`src/rtl/cic_interp.sv`:
```
// cic_interp: linear-interpolating 1:8 upsampler (44.1 kHz -> 352.8 kHz).
// A comb (difference register) plus an integrator (accumulator) timed off a
// free-running phase counter; no handshake on the data path.
// Ports:
//   mclk     master clock
//   reset_n  asynchronous active-low reset
//   pcm_in   signed input sample, captured at the end of the in_req cycle
//   in_req   high for one cycle per frame (cnt == FRAME-1)
//   pcm_out  signed interpolated output, changes only on phase boundaries
//   out_stb  high for the first cycle each new pcm_out value is valid
module cic_interp #(
    parameter int unsigned PHASE_CYCLES = 128,
    parameter int unsigned RATIO_LOG2   = 3
) (
    input  logic        mclk,
    input  logic        reset_n,
    input  logic [31:0] pcm_in,
    output logic        in_req,
    output logic [31:0] pcm_out,
    output logic        out_stb
);

    localparam int unsigned DATA_W  = 32;
    localparam int unsigned RATIO   = 1 << RATIO_LOG2;
    localparam int unsigned FRAME   = PHASE_CYCLES * RATIO;
    localparam int unsigned CNT_W   = $clog2(FRAME);
    localparam int unsigned PH_W    = $clog2(PHASE_CYCLES);
    localparam int unsigned DELTA_W = DATA_W + 1;
    localparam int unsigned ACC_W   = DATA_W + RATIO_LOG2 + 1;

    logic [CNT_W-1:0]   cnt_q,    cnt_d;
    logic [DATA_W-1:0]  cur_q,    cur_d;
    logic [DELTA_W-1:0] delta_q,  delta_d;
    logic [ACC_W-1:0]   acc_q,    acc_d;
    logic               out_stb_q, out_stb_d;
    logic               in_req_q,  in_req_d;
    logic               load_c;
    logic               step_c;

    // Frame / phase decode and next-state computation
    always_comb begin
        cnt_d     = cnt_q + CNT_W'(1);
        cur_d     = cur_q;
        delta_d   = delta_q;
        acc_d     = acc_q;
        out_stb_d = 1'b0;
        load_c    = (cnt_q == CNT_W'(FRAME - 1));
        step_c    = (cnt_q[PH_W-1:0] == {PH_W{1'b1}}) && !load_c;
        // in_req is registered, so decode one cycle early
        in_req_d  = (cnt_q == CNT_W'(FRAME - 2));

        if (load_c) begin
            cur_d     = pcm_in;
            delta_d   = {{(DELTA_W - DATA_W){pcm_in[DATA_W-1]}}, pcm_in}
                      - {{(DELTA_W - DATA_W){cur_q[DATA_W-1]}}, cur_q};
            // Integrator restarts at the previous sample, scaled by R
            acc_d     = {{(ACC_W - DATA_W - RATIO_LOG2){cur_q[DATA_W-1]}},
                         cur_q, {RATIO_LOG2{1'b0}}};
            out_stb_d = 1'b1;
        end else if (step_c) begin
            acc_d     = acc_q + {{(ACC_W - DELTA_W){delta_q[DELTA_W-1]}}, delta_q};
            out_stb_d = 1'b1;
        end
    end

    // State registers
    always_ff @(posedge mclk or negedge reset_n) begin
        if (!reset_n) begin
            cnt_q     <= '0;
            cur_q     <= '0;
            delta_q   <= '0;
            acc_q     <= '0;
            out_stb_q <= 1'b0;
            in_req_q  <= 1'b0;
        end else begin
            cnt_q     <= cnt_d;
            cur_q     <= cur_d;
            delta_q   <= delta_d;
            acc_q     <= acc_d;
            out_stb_q <= out_stb_d;
            in_req_q  <= in_req_d;
        end
    end

    // Dropping the fractional bits of the accumulator is a floor division by R
    assign pcm_out = acc_q[RATIO_LOG2 +: DATA_W];
    assign out_stb = out_stb_q;
    assign in_req  = in_req_q;

endmodule
```
`config.mk`:
```
export PLATFORM = sky130hd
export DESIGN_NAME = cic_interp
export DESIGN_NICKNAME = d
export VERILOG_FILES = /design/src/rtl/cic_interp.sv
export SDC_FILE = /design/constraint.sdc
export NUM_CORES = 1
export LEC_CHECK = 0
export CAP_MARGIN = 20
export CORE_ASPECT_RATIO = 2
export CORE_MARGIN = 1
export CORE_UTILIZATION = 64
export CTS_CLUSTER_DIAMETER = 120
export CTS_CLUSTER_SIZE = 20
export DETAILED_ROUTE_END_ITERATION = 8
export PLACE_DENSITY = 0.87
export SETUP_SLACK_MARGIN = 0.05
export SLEW_MARGIN = 40
export SYNTH_ARGS = -nofsm -noshare
export SYNTH_HDL_FRONTEND = slang
export SYNTH_SLANG_ARGS = --single-unit
```
`constraint.sdc`:
```
create_clock -name mclk -period 5.3 [get_ports mclk]
set_input_delay 1.06 -clock mclk [delete_from_list [all_inputs] [get_ports mclk]]
set_output_delay 1.06 -clock mclk [all_outputs]
set_load 0.01 [all_outputs]
```
## Word level (Yosys, flattened, before mapping)

Index checks and enable logic that the tools add are counted.

| storage, ports and cells | value |
|---|---|
| register bits | 113 |
| bits of input ports | 34 |
| output and inout bits | 34 |

| cells by class | value |
|---|---|
| add/subtract/negate cells | 3 |
| equality and inequality tests | 3 |
| mux-type cells | 4 |
| reduce and logical (&&, ||, !) cells | 3 |

Operators with widths:

| operator | number |
|---|---|
| 2-to-1 mux 36 bit | 2 |
| adder 36 bit | 1 |
| subtractor 32 x 32 -> 33 bit | 1 |
| equality test 10 bit, second input constant | 2 |
| adder 10 x 1 -> 10 bit, second input constant | 1 |
| equality test 7 bit, second input constant | 1 |
| 2-to-1 mux 1 bit | 2 |
| nonzero test 2 bit | 1 |
| logical AND 1 bit | 1 |
| logical NOT 1 bit | 1 |

## Logic depth before layout (Yosys ltp)

| logic depth | value |
|---|---|
| word-level depth | 5 |
| gate-level depth with buffers | 12 |
| depth with buffers taken out | 12 |

## Worst setup path after synthesis

Ideal clock, no wire load.

| timing | value |
|---|---|
| kind | input to register |
| start point | input port pcm_in[0] |
| end point | register delta_q[26] |
| arrival time | 3210 ps |
| data required time | 5179 ps |
| slack | 1969 ps |
| stages | 12 |
| path buffers | 0 |
| path through | inv_1 > ha_1 > fa_1 > nor2b_4 > o31a_1 > o31a_1 > a221o_2 > a211oi_2 > nor2_2 > a31oi_4 > xor2_1 > o21ai_1 |

| between the ends | value |
|---|---|
| word-level cells in the longest chain between the ends | 1 |

RTL lines:

| item | line | source |
|---|---|---|
| from (decl) | 17 | `input logic [31:0] pcm_in,` |
| subtractor 32 x 32 -> 33 bit | 55 | `- {{(DELTA_W - DATA_W){cur_q[DATA_W-1]}}, cur_q};` |
| to (signal assigned) | 78 | `delta_q <= delta_d;` |
| to (decl) | 33 | `logic [DELTA_W-1:0] delta_q, delta_d;` |

No other way between the ends.
A chain may end at the register's enable or synchronous reset.

## Worst setup path in the final report

Same ends and word-level chain as after synthesis.

==> results.sh <==
export IMPL_min_to="acc_q[0]$_DFFE_PN0P_"
export IMPL_area_growth_pct=10.80
export IMPL_dpl_cell_count=1118
export IMPL_cts_root_buf="clkbuf_16"
export IMPL_fp_dieH_um=160.4
export IMPL_grt_use_total=0.3598
export IMPL_cap_violations=0
export IMPL_path_class="input pin to flip-flop"
export IMPL_drt_pass1_iterations=5
export IMPL_max_slew_worst_pin_slew_ns=0.7437
export IMPL_ir_worst_vdd_v=0.0001856
export IMPL_grt_max_degree=58
export IMPL_io_pins=68
export IMPL_gp_congestion=1.004
export IMPL_rr_endpoint="acc_q[32]$_DFFE_PN0P_"
export IMPL_arrival_ns=3.92
export IMPL_routed_wl_um=21900
export IMPL_outcome="completed"
export IMPL_cts_repair_resized=0
export IMPL_synth_flop_cell="dfrtp_1"
export IMPL_p_leak_uw=0.004458
export IMPL_setup_tns_ns=0
export IMPL_synth_avg_cell_area_um2=8.345
export IMPL_p_per_area_nw_per_um2=189.3
export IMPL_max_freq_mhz=270.6
export IMPL_nNetsFinal=1086
export IMPL_rr_worst_depth=12
export IMPL_wl_per_cell_um=19.31
export IMPL_layoutNonFillerInstCount=1134
export IMPL_fp_coreArea_um2=12200
export IMPL_worstSetupStartpointType="input pin"
export IMPL_mostFrequentLayoutCells="134 x nand2_1, 112 x dfrtp_1, 107 x o21ai_0"
export IMPL_fin_crit_ns=3.696
export IMPL_drcViolationCount=0
export IMPL_via_count=7150
export IMPL_postRouteAntennaNets=0
export IMPL_hold_start="acc_q[0]$_DFFE_PN0P_"
export IMPL_hold_viol_final=0
export IMPL_ys_seq_elements=112
export IMPL_clock_latency_ns=0.36
export IMPL_rsz0062_at_grt="false"
export IMPL_finalCritPeriodShare=0.6973
export IMPL_yosysSeqAreaShare=0.3491
export IMPL_row_count=57
export IMPL_n_fill_cell=945
export IMPL_diodes=0
export IMPL_cts_buffer_depth=2
export IMPL_maxSlewHeadroom=0.5024
export IMPL_port_buffers=67
export IMPL_die_area_um2=13020
export IMPL_cts_sinks=112
export IMPL_grt_pass1_vias=7266
export IMPL_whs_path_depth=2
export IMPL_reg2reg_from="delta_q[0]$_DFFE_PN0P_"
export IMPL_drt_iter0_markers=388
export IMPL_yosysWarnings=0
export IMPL_cts_buffers=9
export IMPL_start_util=0.6583
export IMPL_mostFrequentLayoutCell="nand2_1"
export IMPL_yosys_cell_types_count=62
export IMPL_setup_violations=0
export IMPL_syn_inst=962
export IMPL_antenna_found_initial=0
export IMPL_via_per_inst=6.305
export IMPL_post_cts_buffers=0
export IMPL_fin_skew_ns=0.008667
export IMPL_cts_clk_slew_worst_paths_ns=0.08
export IMPL_ctsHoldBuffers=0
export IMPL_drv_slew=0
export IMPL_dp_hpwl_um=16340
export IMPL_cp_data_required_time_ns=5.52
export IMPL_cts_max_level=3
export IMPL_async_flop_share=1.000
export IMPL_end_kind="flip-flop"
export IMPL_synth_edf_count=0
export IMPL_syn_cell_area_um2=8028
export IMPL_grt_first_pass_wirelength_um=34910
export IMPL_synthesis_nets=1066
export IMPL_cts_tree="done"
export IMPL_grt_remaining_overflow=0
export IMPL_die_x_um=81.20
export IMPL_hp_class="flip-flop to flip-flop"
export IMPL_path_max_fanout=4
export IMPL_r2r_slack_ns=1.90
export IMPL_drive_gt1_frac=0.04458
-- flip-flops by register name, summed over array words and instances, names as in the netlist --
register  count
cnt_q        10
in_req        1
cur_q        32
delta_q      33
acc_q        35
out_stb       1
-- final cells by class --
type                    instances  area (um2)  share of cell area
clock inverters                 5       65.06            0.007315
multi-input cells             731        4657              0.5236
repair buffers                 76       748.2             0.08412
well taps                     147       183.9             0.02068
clock buffers                  11       242.7             0.02729
flip-flops and latches        112        2803              0.3151
inverters                      52       195.2             0.02194
-- cells by family after synthesis --
kind of cell | Yosys count | synth area share
compound gates | 319 | 0.2428
xor+xnor | 55 | 0.06001
fa+ha+maj | 70 | 0.1110
buf+inv | 119 | 0.07201
flops | 112 | 0.3491
mux | 4 | 0.005143
simple gates | 283 | 0.1599
-- worst max path at each step --
stage,end,cells after the start,slack (ns),from
floorplan,delta_q[26]$_DFFE_PN0P_,12,1.97,pcm_in[0]
global placement,delta_q[26]$_DFFE_PN0P_,13,1.30,pcm_in[0]
detailed placement,delta_q[26]$_DFFE_PN0P_,13,1.26,pcm_in[0]
CTS,delta_q[26]$_DFFE_PN0P_,13,1.63,pcm_in[0]
global route,delta_q[14]$_DFFE_PN0P_,13,1.33,pcm_in[0]
finish,delta_q[26]$_DFFE_PN0P_,13,1.60,pcm_in[0]
-- cell usage after synthesis (all sizes together) (4+ instances only) --
cell type / number / area, um2
and3: 9 / 56.30
o22ai: 4 / 25.02
clkbuf: 29 / 108.9
xnor2: 33 / 289.0
nor2: 56 / 212.7
a31oi: 11 / 83.83
o31ai: 8 / 60.06
xor2: 22 / 192.7
a21oi: 92 / 464.2
dfrtp: 112 / 2803
inv: 52 / 195.2
buf: 38 / 274.0
a211o: 4 / 35.03
nand2b: 11 / 68.82
a211oi: 10 / 85.08
nor3b: 4 / 30.03
ha: 68 / 850.8
o21ai: 111 / 563.0
o21a: 8 / 60.06
nand2: 135 / 509.2
nor2b: 5 / 38.78
nand4: 9 / 56.30
o21bai: 8 / 60.06
o211ai: 9 / 67.56
or2: 5 / 31.28
nand3: 18 / 90.09
a21o: 32 / 241.5
a311oi: 4 / 35.03
nor3: 20 / 100.1
-- critical path, stage by stage --
cell and delay (ns):
clkdlybuf4s50_1 0.40, inv_1 0.07, ha_1 0.18, fa_1 0.27, nor2b_4 0.06, o31a_1 0.31
o31a_1 0.31, a221o_2 0.40, a211oi_2 0.30, nor2_2 0.11, a31oi_4 0.19, xor2_1 0.17
o21ai_1 0.07
-- per-stage QoR --
| stage | setup slack (ns) | util | power (uW) | instance area (um2) | hold WS (ns) |
|---|---|---|---|---|---|
| after global routing | 1.332 | 0.7294 | 1731 | 8895 | 0.4998 |
| after CTS | 1.629 | 0.7294 | 1685 | 8895 | 0.4734 |
| final | 1.605 | 0.7294 | 1684 | 8895 | 0.4712 |
| after detailed placement | 1.256 | 0.7041 | 984.8 | 8587 | 0.4603 |
| after global placement | 1.301 | 0.7023 | 982.0 | 8564 | 0.4540 |
| after floorplan | 1.969 | - | 921.7 | 8028 | 0.4376 |
-- routing by layer --
layer,routed length (um),GRT usage,up-vias
met5,0,0,-
met4,2112,0.3206,0
met3,768,0.04830,112
met2,11420,0.6318,226
met1,7593,0.3489,3417
li1,-,-,3395
-- power breakdown --
| part | leakage [uW] | internal [uW] | switching [uW] |
|---|---|---|---|
| Clock | 0.000144 | 385 | 331 |
| Sequential | 0.00124 | 855 | 1.09 |
| Combinational | 0.00308 | 48.2 | 63.9 |
| Total | 0.00446 | 1290 | 396 |
Note: power is estimated with default switching activity, not from simulation.
